### config.mk
export PLATFORM = sky130hd
export DESIGN_NAME = uart_reg_loader
export DESIGN_NICKNAME = d
export VERILOG_FILES = /design/src/rtl/uart_reg_loader.sv
export SDC_FILE = /design/constraint.sdc
export NUM_CORES = 1
export LEC_CHECK = 0
export ABC_AREA = 1
export CORE_MARGIN = 8
export CORE_UTILIZATION = 42
export DETAILED_ROUTE_END_ITERATION = 8
export PLACE_DENSITY = 0.79
export SLEW_MARGIN = 20
export SYNTH_ARGS = -nofsm -noshare
export SYNTH_HDL_FRONTEND = slang
export SYNTH_SLANG_ARGS = --single-unit
### constraint.sdc
create_clock -name CLK -period 1.4 [get_ports CLK]
set_clock_uncertainty 0.15 [all_clocks]
set_input_delay 0.28 -clock CLK [delete_from_list [all_inputs] [get_ports CLK]]
set_output_delay 0.28 -clock CLK [all_outputs]
set_load 0.02 [all_outputs]
### src/rtl/uart_reg_loader.sv
// UART record loader: parses header + big-endian 32-bit word records and drives the register file's UART write port.
// Optional per-record XOR checksum byte and sticky err flag when LOADER_CHECKSUM_EN is defined.
module uart_reg_loader (
    input  logic        CLK,
    input  logic        reset,
    input  logic        start,
    input  logic        rx_valid,
    input  logic [7:0]  rx_data,
    output logic        rx_ready,
    output logic        UART_write_enable,
    output logic        distinct,
    output logic        AorF_before,
    output logic [4:0]  rw,
    output logic [31:0] write_data,
    output logic        busy,
    output logic        done,
    output logic [5:0]  records_written,
    output logic        err
);

    localparam int unsigned BYTE_W  = 8;
    localparam int unsigned DATA_W  = 32;
    localparam int unsigned IDX_W   = 5;
    localparam int unsigned CNT_W   = 6;
    localparam int unsigned BCNT_W  = 2;

    typedef enum logic [2:0] {
        S_IDLE,
        S_HDR,
        S_DATA,
        S_CSUM,
        S_WRITE
    } state_t;

    state_t              state, state_d;
    logic [BCNT_W-1:0]   byte_cnt, byte_cnt_d;
    logic [IDX_W-1:0]    rw_d;
    logic                aorf_d;
    logic [DATA_W-1:0]   data_d;
    logic                busy_d, done_d, distinct_d, we_d, ready_d;
    logic [CNT_W-1:0]    cnt_d;
    logic                accept;

`ifdef LOADER_CHECKSUM_EN
    logic [BYTE_W-1:0]   csum, csum_d;
    logic                err_d;
`endif

    assign accept = rx_valid && rx_ready;

    // State and registered outputs
    always_ff @(posedge CLK) begin
        if (reset) begin
            state             <= S_IDLE;
            byte_cnt          <= '0;
            rx_ready          <= 1'b0;
            UART_write_enable <= 1'b0;
            distinct          <= 1'b1;
            AorF_before       <= 1'b0;
            rw                <= '0;
            write_data        <= '0;
            busy              <= 1'b0;
            done              <= 1'b0;
            records_written   <= '0;
`ifdef LOADER_CHECKSUM_EN
            csum              <= '0;
            err               <= 1'b0;
`endif
        end else begin
            state             <= state_d;
            byte_cnt          <= byte_cnt_d;
            rx_ready          <= ready_d;
            UART_write_enable <= we_d;
            distinct          <= distinct_d;
            AorF_before       <= aorf_d;
            rw                <= rw_d;
            write_data        <= data_d;
            busy              <= busy_d;
            done              <= done_d;
            records_written   <= cnt_d;
`ifdef LOADER_CHECKSUM_EN
            csum              <= csum_d;
            err               <= err_d;
`endif
        end
    end

    // Next-state and next-output logic
    always_comb begin
        state_d    = state;
        byte_cnt_d = byte_cnt;
        rw_d       = rw;
        aorf_d     = AorF_before;
        data_d     = write_data;
        busy_d     = busy;
        done_d     = 1'b0;
        cnt_d      = records_written;
        distinct_d = distinct;
        we_d       = 1'b0;
        ready_d    = 1'b0;
`ifdef LOADER_CHECKSUM_EN
        csum_d     = csum;
        err_d      = err;
`endif

        case (state)
            S_IDLE: begin
                if (start) begin
                    state_d = S_HDR;
                    busy_d  = 1'b1;
                    cnt_d   = '0;
                end
            end
            S_HDR: begin
                if (accept) begin
                    if (rx_data[7]) begin
                        state_d = S_IDLE;
                        done_d  = 1'b1;
                        busy_d  = 1'b0;
                    end else begin
                        state_d    = S_DATA;
                        rw_d       = rx_data[4:0];
                        aorf_d     = rx_data[5];
                        byte_cnt_d = '0;
`ifdef LOADER_CHECKSUM_EN
                        csum_d     = rx_data;
`endif
                    end
                end
            end
            S_DATA: begin
                if (accept) begin
                    data_d     = {write_data[DATA_W-BYTE_W-1:0], rx_data};
                    byte_cnt_d = BCNT_W'(byte_cnt + BCNT_W'(1));
`ifdef LOADER_CHECKSUM_EN
                    csum_d     = csum ^ rx_data;
                    if (byte_cnt == BCNT_W'(3)) state_d = S_CSUM;
`else
                    if (byte_cnt == BCNT_W'(3)) state_d = S_WRITE;
`endif
                end
            end
`ifdef LOADER_CHECKSUM_EN
            S_CSUM: begin
                if (accept) begin
                    if (rx_data == csum) begin
                        state_d = S_WRITE;
                    end else begin
                        state_d = S_HDR;
                        err_d   = 1'b1;
                    end
                end
            end
`endif
            S_WRITE: state_d = S_HDR;
            default: state_d = S_IDLE;
        endcase

        // Write is issued on the edge that enters WRITE; WRITE never self-loops
        if (state_d == S_WRITE) begin
            we_d       = 1'b1;
            distinct_d = ~distinct;
            if (records_written != {CNT_W{1'b1}}) cnt_d = CNT_W'(records_written + CNT_W'(1));
        end

        ready_d = (state_d == S_HDR) || (state_d == S_DATA) || (state_d == S_CSUM);
    end

`ifndef LOADER_CHECKSUM_EN
    assign err = 1'b0;
`endif

endmodule

Yosys cells after proc, flatten, opt, wreduce, memory -nomap -nowiden
Cells that the tools add are included.

Register bits: 54. Output and inout port bits: 50. Input port bits: 12.

Add/subtract/negate cells: 2. Muxes and demuxes: 20. Equality and inequality tests: 14. Reduce and logical (&&, ||, !) cells: 11. Bitwise operators: 4.

Operators by type and width (count): $mux W6 (4); $mux W3 (4); $pmux W3 S4 (1); $ne A2 B2 Y1 const B (5); $eq A3 B2 Y1 const B (3); $mux W2 (4); $reduce_and A4 Y1 (2); $add A6 B1 Y6 const B (1); $eq A3 B1 Y1 const B (2); $eq A3 B3 Y1 const B (2); $ne A6 B6 Y1 const B (1); $mux W1 (5); $not A1 Y1 (4); $pmux W2 S2 (1); $reduce_bool A2 Y1 (2); $logic_not A3 Y1 (1); $reduce_and A3 Y1 (1); $reduce_or A3 Y1 (1); $add A2 B1 Y2 const B (1); $eq A2 B2 Y1 const B (1); $logic_or A1 B1 Y1 (2); $pmux W1 S2 (1); $reduce_and A2 Y1 (1); $logic_and A1 B1 Y1 (1).

Logic depth before layout (Yosys ltp)
Word-level depth: 7. Mapped depth: 8.

Least setup slack after synthesis
OpenSTA, ideal clock, no wires.

Path kind: flip-flop to flip-flop. Start point: register records_written[0]. End point: register records_written[1]. Library setup time: 111 ps. Cell stages (with the launch flop): 8. Arrival time: 1269 ps. Slack: -130 ps. Data required time: 1139 ps. Path through: dfxtp_1 ha_1 nand2_1 nor2_1 nand2_1 nand2_4 and2_1 nor2_1.

Cells in the longest elaborated chain, start to end: 3. Elaborated cells on any way between the ends: 4.

RTL lines: start: declaration (line 17) `output logic [5:0] records_written,`; start signal: assignment (line 80) `records_written <= cnt_d;`; $add A6 B1 Y6 or $ne A6 B6 Y1 (tied branches) (line 163) `if (records_written != {CNT_W{1'b1}}) cnt_d = CNT_W'(records_written + CNT_W'(1));`; $mux W6 (*) (line 163); $mux W6 (*) (line 160) `if (state_d == S_WRITE) begin`.

Every way passes the cells marked *; elsewhere a longest branch is shown, timed or not. A chain may end at the register's enable or synchronous reset.

Worst setup path after layout
Start point: register byte_cnt[1]. End point: register records_written[0].

Cells in the longest elaborated chain, start to end: 6.

RTL lines: start: declaration (line 36) `logic [BCNT_W-1:0] byte_cnt, byte_cnt_d;`; start signal: assignment (line 71) `byte_cnt <= byte_cnt_d;`; $eq A2 B2 Y1 (line 139) `if (byte_cnt == BCNT_W'(3)) state_d = S_WRITE;`; $mux W3 (line 139); $mux W3 (line 132) `if (accept) begin`; $pmux W3 S4 (line 106) `case (state)`; $eq A3 B3 Y1 (line 160); $mux W6 (line 160).

No other way between the ends.

==> qor.yml <==
status: "finished with violations"
violations: "setup timing"
syn_to_final_growth_pct: 48.4
fin_nets: 381
reg2reg_slack_ns: -0.02
dp_hpwl_mm: 3.82
ff2ff_path_depth: 7
grt_pass1_vias: 1873
finalMaxSlewViolations: 0
whs_path_depth: 4
postPlaceCellArea_um2: 2980
dieArea_um2: 7490
final.setup.tns_ns: -0.0154
fp.dieW_um: 86.5
yosysWarnings: 0
rsz0062_at_grt: "yes"
fin_crit_sh_pct: 101
syn_nets: 289
min_path_type: "in -> reg"
worstSetupEndpointType: "flop"
synth_ff_type: "dfxtp_1"
syn_avg_cell_area_um2: 7.60
grt_antenna_before_repair: 0
fp-row-count: 25
async_flop_share_pct: 0
routed_wl_mm: 5.33
seq_area_frac_synth_pct: 51.7
drive_above_1_share_pct: 33.2
synth_area_um2: 2090
leakage_uw: 0.00134
hold_buffers: 0
synth-edff-count: 0
ys_seq_elements: 54
grtUsageTotal_pct: 13.4
crit_type: "reg -> reg"
cp.required_ns: 1.45
arrival_ns: 1.47
grt_pass1_wl_mm: 8.33
cts_tree: "built"
path_clk_slew_ns: 0.10
synth_top_cell_by_area: "dfxtp_1"
fin_ws_ns: -0.0154
drt-vias-per-instance: 4.70
pin_count: 62
worstHoldEndpoint: "state[1]"
die_height_um: 86.5
place.port_buffers: 60
hp-start: "rx_valid"
reg2reg_from: "byte_cnt[1]"
initial_core_util_pct: 43.9
crit_fanout: 8
insertion_delay_ns: 0.29
holdWs_ns: 0.308
drcViolationCount: 0
core_um2: 4750
fin_area_um2: 3100
clockRootBuffer: "clkbuf_8"
wl_per_cell_um: 12.3
startpoint: "byte_cnt[1]"
htree_levels: 2
synth.most_common_cell: "nor2_1"
yosys.cell_types.count: 29
vdd_ir_drop_max_v: 0.000970
place_congestion: 0.759
synth_top_area_share_pct: 51.7
first_iter_violations: 71
reg2reg_to: "records_written[0]"
vias: 2046
n_antenna_cell: 0
ant_nets: 0
period_minus_slack_ns: 1.42
first_pass_iters: 5
max_cap_violations: 0
yosys-top-cells-count: "95 x nor2_1, 54 x dfxtp_1, 35 x o21ai_0"
synthCells: 275
numClockSinks: 54
cts_buffers: 5
timing.fmax_ghz: 0.706
p_per_area_nw_per_um2: 902
critPathLaunchType: "flop"
hold_viol_final: 0
finalSetupViolations: 1
synth.top_cells.by_area: "dfxtp_1 52%, nor2_1 17%, o21ai_0 8.4%"
clock_path_buffers: 2
grt_max_degree: 32
grt_overflow_total: 0
finish.utilization_pct: 65.2
==> power breakdown <==
group	switching [uW]	total [uW]	internal, uW	leakage [uW]
registers	10.7	1560	1550	0.000440
clock network	511	1050	543	0.0000587
logic	104	188	84.2	0.000841
==> layout by cell type, fill, tap and decap left out, types with 2 or more instances in the layout <==
cell / n
clkbuf_8: 5
buf_2: 11
inv_1: 9
nor2_4: 3
clkbuf_2: 18
nor2_2: 3
a21oi_1: 5
dfxtp_1: 47
clkdlybuf4s50_1: 10
clkinv_4: 2
dfxtp_2: 5
o21ai_0: 32
dfxtp_4: 2
nand3_1: 8
nand2_2: 5
nand3_4: 2
buf_12: 2
buf_4: 34
clkdlybuf4s15_1: 5
inv_2: 3
and2_4: 2
nand2_1: 23
nor2_1: 91
clkdlybuf4s15_2: 15
o21ai_1: 9
==> per-stage QoR <==
stage | cells | worst slack, ns | total power (uW)
6_report | 435 | -0.0154 | 2800
5_1_grt | 435 | -0.125 | 2900
4_1_cts | 431 | -0.0260 | 2820
3_5_place_dp | 423 | -0.366 | 1780
3_3_place_gp | 423 | -0.336 | 1780
2_1_floorplan | 275 | 0.00508 | 1690
==> registers in the layout, summed over array words and instances, names as in the netlist <==
| register | count |
|---|---|
| byte_cnt | 2 |
| write_data | 32 |
| done | 1 |
| state | 3 |
| UART_write_enable | 1 |
| rw | 5 |
| records_written | 6 |
| distinct | 1 |
| rx_ready | 1 |
| AorF_before | 1 |
| busy | 1 |
==> area by class of cell <==
cell class / instances / area, um^2
fillers: 423 / 1650
flip-flops and latches: 54 / 1090
multi-input cells: 195 / 953
repair buffers: 98 / 798
well taps: 67 / 83.8
clock buffers: 5 / 68.8
inverters: 13 / 53.8
clock inverters: 3 / 47.5
==> timing repair <==
item,CTS,global route
setup buffers,0,4
setup endpoints to repair,86,80
gates resized for setup,132,55
pin swaps,2,8
==> critical path: stages (launching register included) <==
cell and delay (ns):
dfxtp_2 0.36, ha_4 0.14, nand3_4 0.07, nor2_4 0.25, buf_4 0.16, nand3_1 0.06
nand2_1 0.08, nor2_1 0.05
==> cells by family after synthesis <==
family	share of synthesized area (%)
other	0.179
adder cells (fa/ha/maj)	1.20
flip-flops	51.7
AND/OR/NAND/NOR	27.8
XOR/XNOR	0.419
AO/OA/AOI/OAI	12.3
buffers and inverters	6.29
==> per-layer routing <==
layer | vias to the layer above | GRT usage (%) | wire (um)
met5 | - | 0 | 0
met2 | 52 | 24.0 | 2650
li1 | 1063 | - | -
met1 | 923 | 14.9 | 2360
met4 | 0 | 5.48 | 102
met3 | 8 | 2.93 | 219
==> how the worst max path moves through the flow <==
stage                         endpoint
finish              records_written[0]
CTS                 records_written[1]
floorplan                write_data[0]
detailed placement      write_data[18]
global route        records_written[0]
global placement        write_data[27]
Power figures use the tool's default switching activity.
